==> config.mk <==
export PLATFORM = sky130hd
export DESIGN_NAME = spi_slave_tx
export DESIGN_NICKNAME = d
export VERILOG_FILES = /design/src/rtl/spi_slave_tx.sv
export SDC_FILE = /design/constraint.sdc
export NUM_CORES = 1
export LEC_CHECK = 0
export ABC_AREA = 1
export CAP_MARGIN = 30
export CORE_UTILIZATION = 40
export CTS_CLUSTER_DIAMETER = 80
export CTS_CLUSTER_SIZE = 10
export DETAILED_ROUTE_END_ITERATION = 12
export PLACE_DENSITY_LB_ADDON = 0.05
export SYNTH_ARGS = -nofsm -noshare
export SYNTH_HDL_FRONTEND = slang
export SYNTH_SLANG_ARGS = --single-unit
==> constraint.sdc <==
create_clock -name sclk -period 2 [get_ports sclk]
set_input_delay 0.4 -clock sclk [delete_from_list [all_inputs] [get_ports sclk]]
set_output_delay 0.4 -clock sclk [all_outputs]
set_load 0.005 [all_outputs]
==> src/rtl/spi_slave_tx.sv <==
// SPI slave transmit shifter: streams 32-bit words MSB first on sdo0..sdo3 in
// single-bit or quad mode, fed through a one-entry holding register.
module spi_slave_tx #(
  parameter int         DATA_WIDTH = 32,
  parameter logic [7:0] RST_TRGT   = 8'h1F
) (
  input  logic                  sclk,
  input  logic                  rstn,
  input  logic                  cs,
  input  logic                  en_quad_in,
  input  logic [7:0]            counter_in,
  input  logic                  counter_in_upd,
  input  logic [DATA_WIDTH-1:0] data,
  input  logic                  data_valid,
  output logic                  data_ready,
  output logic                  done,
  output logic                  underrun,
  output logic                  sdo0,
  output logic                  sdo1,
  output logic                  sdo2,
  output logic                  sdo3,
  output logic                  sdo_oe
);

  typedef enum logic {IDLE, RUN} state_e;

  state_e                state_q, state_d;
  logic [7:0]            counter_q, counter_d;
  logic [7:0]            trgt_q, trgt_d;
  logic [DATA_WIDTH-1:0] data_int_q, data_int_d;
  logic [DATA_WIDTH-1:0] hold_q, hold_d;
  logic                  hold_full_q, hold_full_d;

  logic                  word_end;
  logic                  load;
  logic [3:0]            sdo_nib;

  always_ff @(posedge sclk or negedge rstn) begin
    if (!rstn) begin
      state_q     <= IDLE;
      counter_q   <= 8'd0;
      trgt_q      <= RST_TRGT;
      data_int_q  <= '0;
      hold_q      <= '0;
      hold_full_q <= 1'b0;
    end else begin
      state_q     <= state_d;
      counter_q   <= counter_d;
      trgt_q      <= trgt_d;
      data_int_q  <= data_int_d;
      hold_q      <= hold_d;
      hold_full_q <= hold_full_d;
    end
  end

  always_comb begin
    state_d     = state_q;
    counter_d   = counter_q;
    trgt_d      = trgt_q;
    data_int_d  = data_int_q;
    hold_d      = hold_q;
    hold_full_d = hold_full_q;

    word_end   = (state_q == RUN) && (counter_q == trgt_q);
    load       = !cs && (counter_in_upd || word_end);
    // A restart from counter_in_upd replaces the word boundary, so no done.
    done       = word_end && !cs && !counter_in_upd;
    underrun   = load && !hold_full_q && !data_valid;
    data_ready = !hold_full_q || load;

    if (cs) begin
      state_d     = IDLE;
      counter_d   = 8'd0;
      hold_full_d = 1'b0;
      data_int_d  = '0;
    end else if (load) begin
      state_d   = RUN;
      counter_d = 8'd0;
      if (counter_in_upd) trgt_d = counter_in;
      if (hold_full_q) begin
        data_int_d = hold_q;
        // The hold slot frees up this cycle, so a new offer refills it.
        if (data_valid) hold_d = data;
        else            hold_full_d = 1'b0;
      end else if (data_valid) begin
        data_int_d = data;
      end else begin
        data_int_d = '0;
      end
    end else begin
      if (state_q == RUN) begin
        counter_d  = counter_q + 8'd1;
        data_int_d = en_quad_in ? (data_int_q << 4) : (data_int_q << 1);
      end
      if (data_valid && !hold_full_q) begin
        hold_d      = data;
        hold_full_d = 1'b1;
      end
    end
  end

  always_comb begin
    sdo_nib = 4'b0000;
    if (state_q == RUN) begin
      if (en_quad_in) sdo_nib = data_int_q[DATA_WIDTH-1 -: 4];
      else            sdo_nib = {3'b000, data_int_q[DATA_WIDTH-1]};
    end
  end

  assign sdo0   = sdo_nib[0];
  assign sdo1   = sdo_nib[1];
  assign sdo2   = sdo_nib[2];
  assign sdo3   = sdo_nib[3];
  assign sdo_oe = (state_q == RUN);

endmodule

# Yosys cells after proc, flatten, opt, wreduce, memory -nomap -nowiden
# Cells that the tools add are included.
[word_totals]
reg_bits = 82
inputBits = 46
out_inout_bits = 8
wordCells = 52
[op_classes]
add_sub_neg = 1
n_eq_ne = 3
mux = 22
bitwise = 1
reduce_logical = 19
[ops]
columns = ["op", "count"]
rows = [
  ["$mux 32", 10],
  ["$mux 8", 3],
  ["$add 8x1->8 const B", 1],
  ["$eq 8x8->1", 1],
  ["$mux 4", 2],
  ["$logic_and 1x1->1", 7],
  ["$mux 1", 7],
  ["$reduce_bool 3->1", 2],
  ["$logic_not 1->1", 4],
  ["$ne 2x2->1 const B", 2],
  ["$reduce_and 4->1", 1],
  ["$reduce_bool 2->1", 2],
  ["$reduce_and 3->1", 1],
  ["$logic_or 1x1->1", 2],
  ["$not 1->1", 1],
]

# Longest topological paths before layout
[logic_depth]
ltp_word = 6
ltp_mapped = 13

# Least setup slack after synthesis
# No wires, ideal clock.
[synth_path]
kind = "register to output"
start = "register trgt_q[0]"
end = "output port underrun"
arrival_ns = 1.301
required_ns = 1.600
path_slack_ns = 0.299
path_stages_with_launch = 9
path_buffers = 0
cell_sequence = "dfstp_2 inv_1 nand2_1 nand3_1 nor2_1 nand3_2 nand2_2 inv_1 nor3_1"
[synth_between]
elab_chain_cells = 6
[synth_lines]
columns = ["item", "line_no", "text"]
rows = [
  ["start, declared", "29", "logic [7:0] trgt_q, trgt_d;"],
  ["start signal, assigned", "49", "trgt_q <= trgt_d;"],
  ["$eq 8x8->1", "64", "word_end = (state_q == RUN) && (counter_q == trgt_q);"],
  ["$logic_and 1x1->1", "64", ""],
  ["$logic_or 1x1->1", "65", "load = !cs && (counter_in_upd || word_end);"],
  ["$logic_and 1x1->1", "65", ""],
  ["$logic_and 1x1->1 (2 in a row)", "68", "underrun = load && !hold_full_q && !data_valid;"],
  ["end, declared", "17", "output logic underrun,"],
]
# Every way passes these cells.

# Final worst setup path
[layout_path]
start = "register trgt_q[3]"
end = "output port underrun"
# The elaborated chain is that of the path after synthesis.

==> flow_metrics.tcl <==
set metrics [dict create \
    final_nets 736 \
    grtUsageTotal_pct 23.3 \
    placementRows 38 \
    wl_per_cell_um 15.9 \
    slew_viol_final 0 \
    first_pass_iters 4 \
    cp-end-kind "output port" \
    worst_pin_slew_ps 633 \
    vias 4326 \
    yosysWarnings 0 \
    top_level_ports 54 \
    start_kind "register" \
    place_ws_ps -250 \
    cp.required_ps 1600 \
    postRouteAntennaNets 0 \
    place.port_buffers 53 \
    ctsHoldBuffers 0 \
    synth_area_leaders "dfrtp_1 43%, nand2_1 14%, nand3_1 11%" \
    start_util_pct 41.1 \
    numCtsBuffers 9 \
    powerDensity_nw_per_um2 709 \
    setup_viol 30 \
    wl_um 13300 \
    syn-num-nets 638 \
    slew_headroom_pct 57.6 \
    drtIter0Drc 221 \
    yosysSeqAreaShare_pct 46.0 \
    clockBufferDepth 2 \
    leakagePower_nw 3.02 \
    min_period_ps 2140 \
    antennaDiodeCount 0 \
    clock.fmax_mhz 468 \
    area_growth_pct 38.7 \
    drive_above_1_share_pct 23.2 \
    drv_cap 0 \
    synth.top_cell.area_share_pct 43.1 \
    grt_start_max_net_pins 53 \
    fin_hold_ws_ps 0.966 \
    core_um2 10900 \
    h-tree-depth 3 \
    drc 0 \
    status "finished, violations left" \
    min_period_over_period_pct 107 \
    layout_commonest_cell "nand2_1" \
    antenna_found_initial 0 \
    worst_ir_drop_vdd_mv 0.367 \
    dp_hpwl_um 8250 \
    cp_data_arrival_time_ps 1740 \
    finalHoldViolations 0 \
    rsz0062_at_grt "yes" \
    mostFrequentLayoutCells "120 x nand2_1, 98 x nand3_1, 77 x dfrtp_1" \
    avgSynthCellArea_um2 7.57 \
    syn-cell-area_um2 4470 \
    grt.overflow.total 0 \
    die-area_um2 11600 \
    die-width_um 108 \
    clk_latency_ps 350 \
    ys_ff_latch 82 \
    viasPerCell 5.19 \
    grt_pass1_wl_um 21000 \
    cts_root_buffer "clkbuf_8" \
    utilization_pct 57.0 \
    clk_pin_slew_ps 90 \
    min_path_type "in -> async" \
    grt_pass1_vias 4247 \
    violations "setup timing" \
    syn_inst 591 \
    power.total_mw 4.40 \
    cts_tree "built" \
    synth_cell_types 32 \
    gp_congestion 0.783 \
    finalWorstSetupSlack_ps -137 \
    cts.sinks 82 \
    critical_path_peak_fanout 3 \
    skew_ps 11.2 \
    criticalPathCategory "reg -> out" \
    netlist.top_cell.by_area "dfrtp_1" \
    dieHeight_um 108 \
]
## state kept, by name (all words and copies together) (netlist names)
| name | cells |
|---|---|
| trgt_q | 8 |
| sdo_oe | 1 |
| hold_q | 32 |
| counter_q | 8 |
| data_int_q | 32 |
| hold_full_q | 1 |
## final cells by class
cell class / count / area (um^2)
fillers: 1060 / 4680
multi-input cells: 419 / 2230
flip-flops and latches: 82 / 2060
repair buffers: 125 / 1320
inverters: 52 / 195
well taps: 140 / 175
clock buffers: 10 / 128
clock inverters: 5 / 104
## metal layers
layer | track usage, % | up-vias | part of all wire [%]
met2 | 39.7 | 65 | 51
met5 | 0 | - | 0
met4 | 7.63 | 0 | 0.97
li1 | - | 2146 | -
met1 | 30.8 | 2105 | 46
met3 | 2.72 | 10 | 2.5
## critical path: stages (launching register included)
cell	delay (ps)
dfstp_2	550
inv_2	40
nand2_2	50
nand4_1	100
nor2_2	170
nand3_2	120
nand2_4	80
inv_2	40
nor3_2	100
buf_2	130
## stage by stage
step / cell area [um^2] / TNS [ps] / instances
6_report: 6210 / -2900 / 833
2_1_floorplan: 4470 / 0 / 591
3_5_place_dp: 5450 / -2480 / 799
5_1_grt: 6210 / -6550 / 833
4_1_cts: 5810 / -1760 / 820
3_3_place_gp: 5450 / -1720 / 799
## repair_timing
action,in CTS,in global routing
gates cloned,2,3
setup endpoints to repair,32,40
pin swaps,8,7
gates resized for setup,30,74
setup buffers,5,12
## kinds of logic after synthesis
kind of cell	after synthesis	synth area share, %
DFF	82	46.0
adders and majority gates	1	0.280
and+or+nand+nor	307	29.9
buffers and inverters	90	8.98
AOI/OAI and AO/OA	106	13.8
muxes	1	0.252
xor gates and xnor gates	4	0.783
## synth_stat cells
master,count
nand2_1,168
nand3_1,98
dfrtp_1,77
o21ai_0,52
inv_1,51
a22oi_1,30
nor2_1,24
clkbuf_1,21
a21oi_1,11
o21ai_1,8
buf_2,6
buf_6,6
dfstp_2,5
nand4_1,4
buf_4,3
nor3_1,3
nor3b_1,3
a22o_1,2
buf_1,2
nand2_2,2
nand3_2,2
xnor2_1,2
xor2_1,2
a21oi_2,1
a31oi_1,1
ha_1,1
inv_2,1
mux2_2,1
nand3_4,1
nor2_2,1
nor2b_1,1
o22ai_1,1
## path summary, 6_finish.rpt
path,startpoint,endpoint,slack (ps),cells past startpoint
setup reg to reg,trgt_q[3]$_DFFE_PN1P_,hold_q[11]$_DFFE_PN0P_,-120,15
hold / removal,rstn,trgt_q[6]$_DFFE_PN0P_,1,1
max in group asynchronous,rstn,hold_q[3]$_DFFE_PN0P_,1330,2
min in group sclk,hold_q[18]$_DFFE_PN0P_,hold_q[18]$_DFFE_PN0P_,480,2
setup / recovery,trgt_q[3]$_DFFE_PN1P_,underrun,-140,9
hold reg to reg,hold_q[18]$_DFFE_PN0P_,hold_q[18]$_DFFE_PN0P_,480,2
## report_power, final
group	internal [mW]	switching [mW]
combinational	0.472	0.527
sequential	1.84	0.118
clock	0.824	0.621
Power figures use the tool's default switching activity.
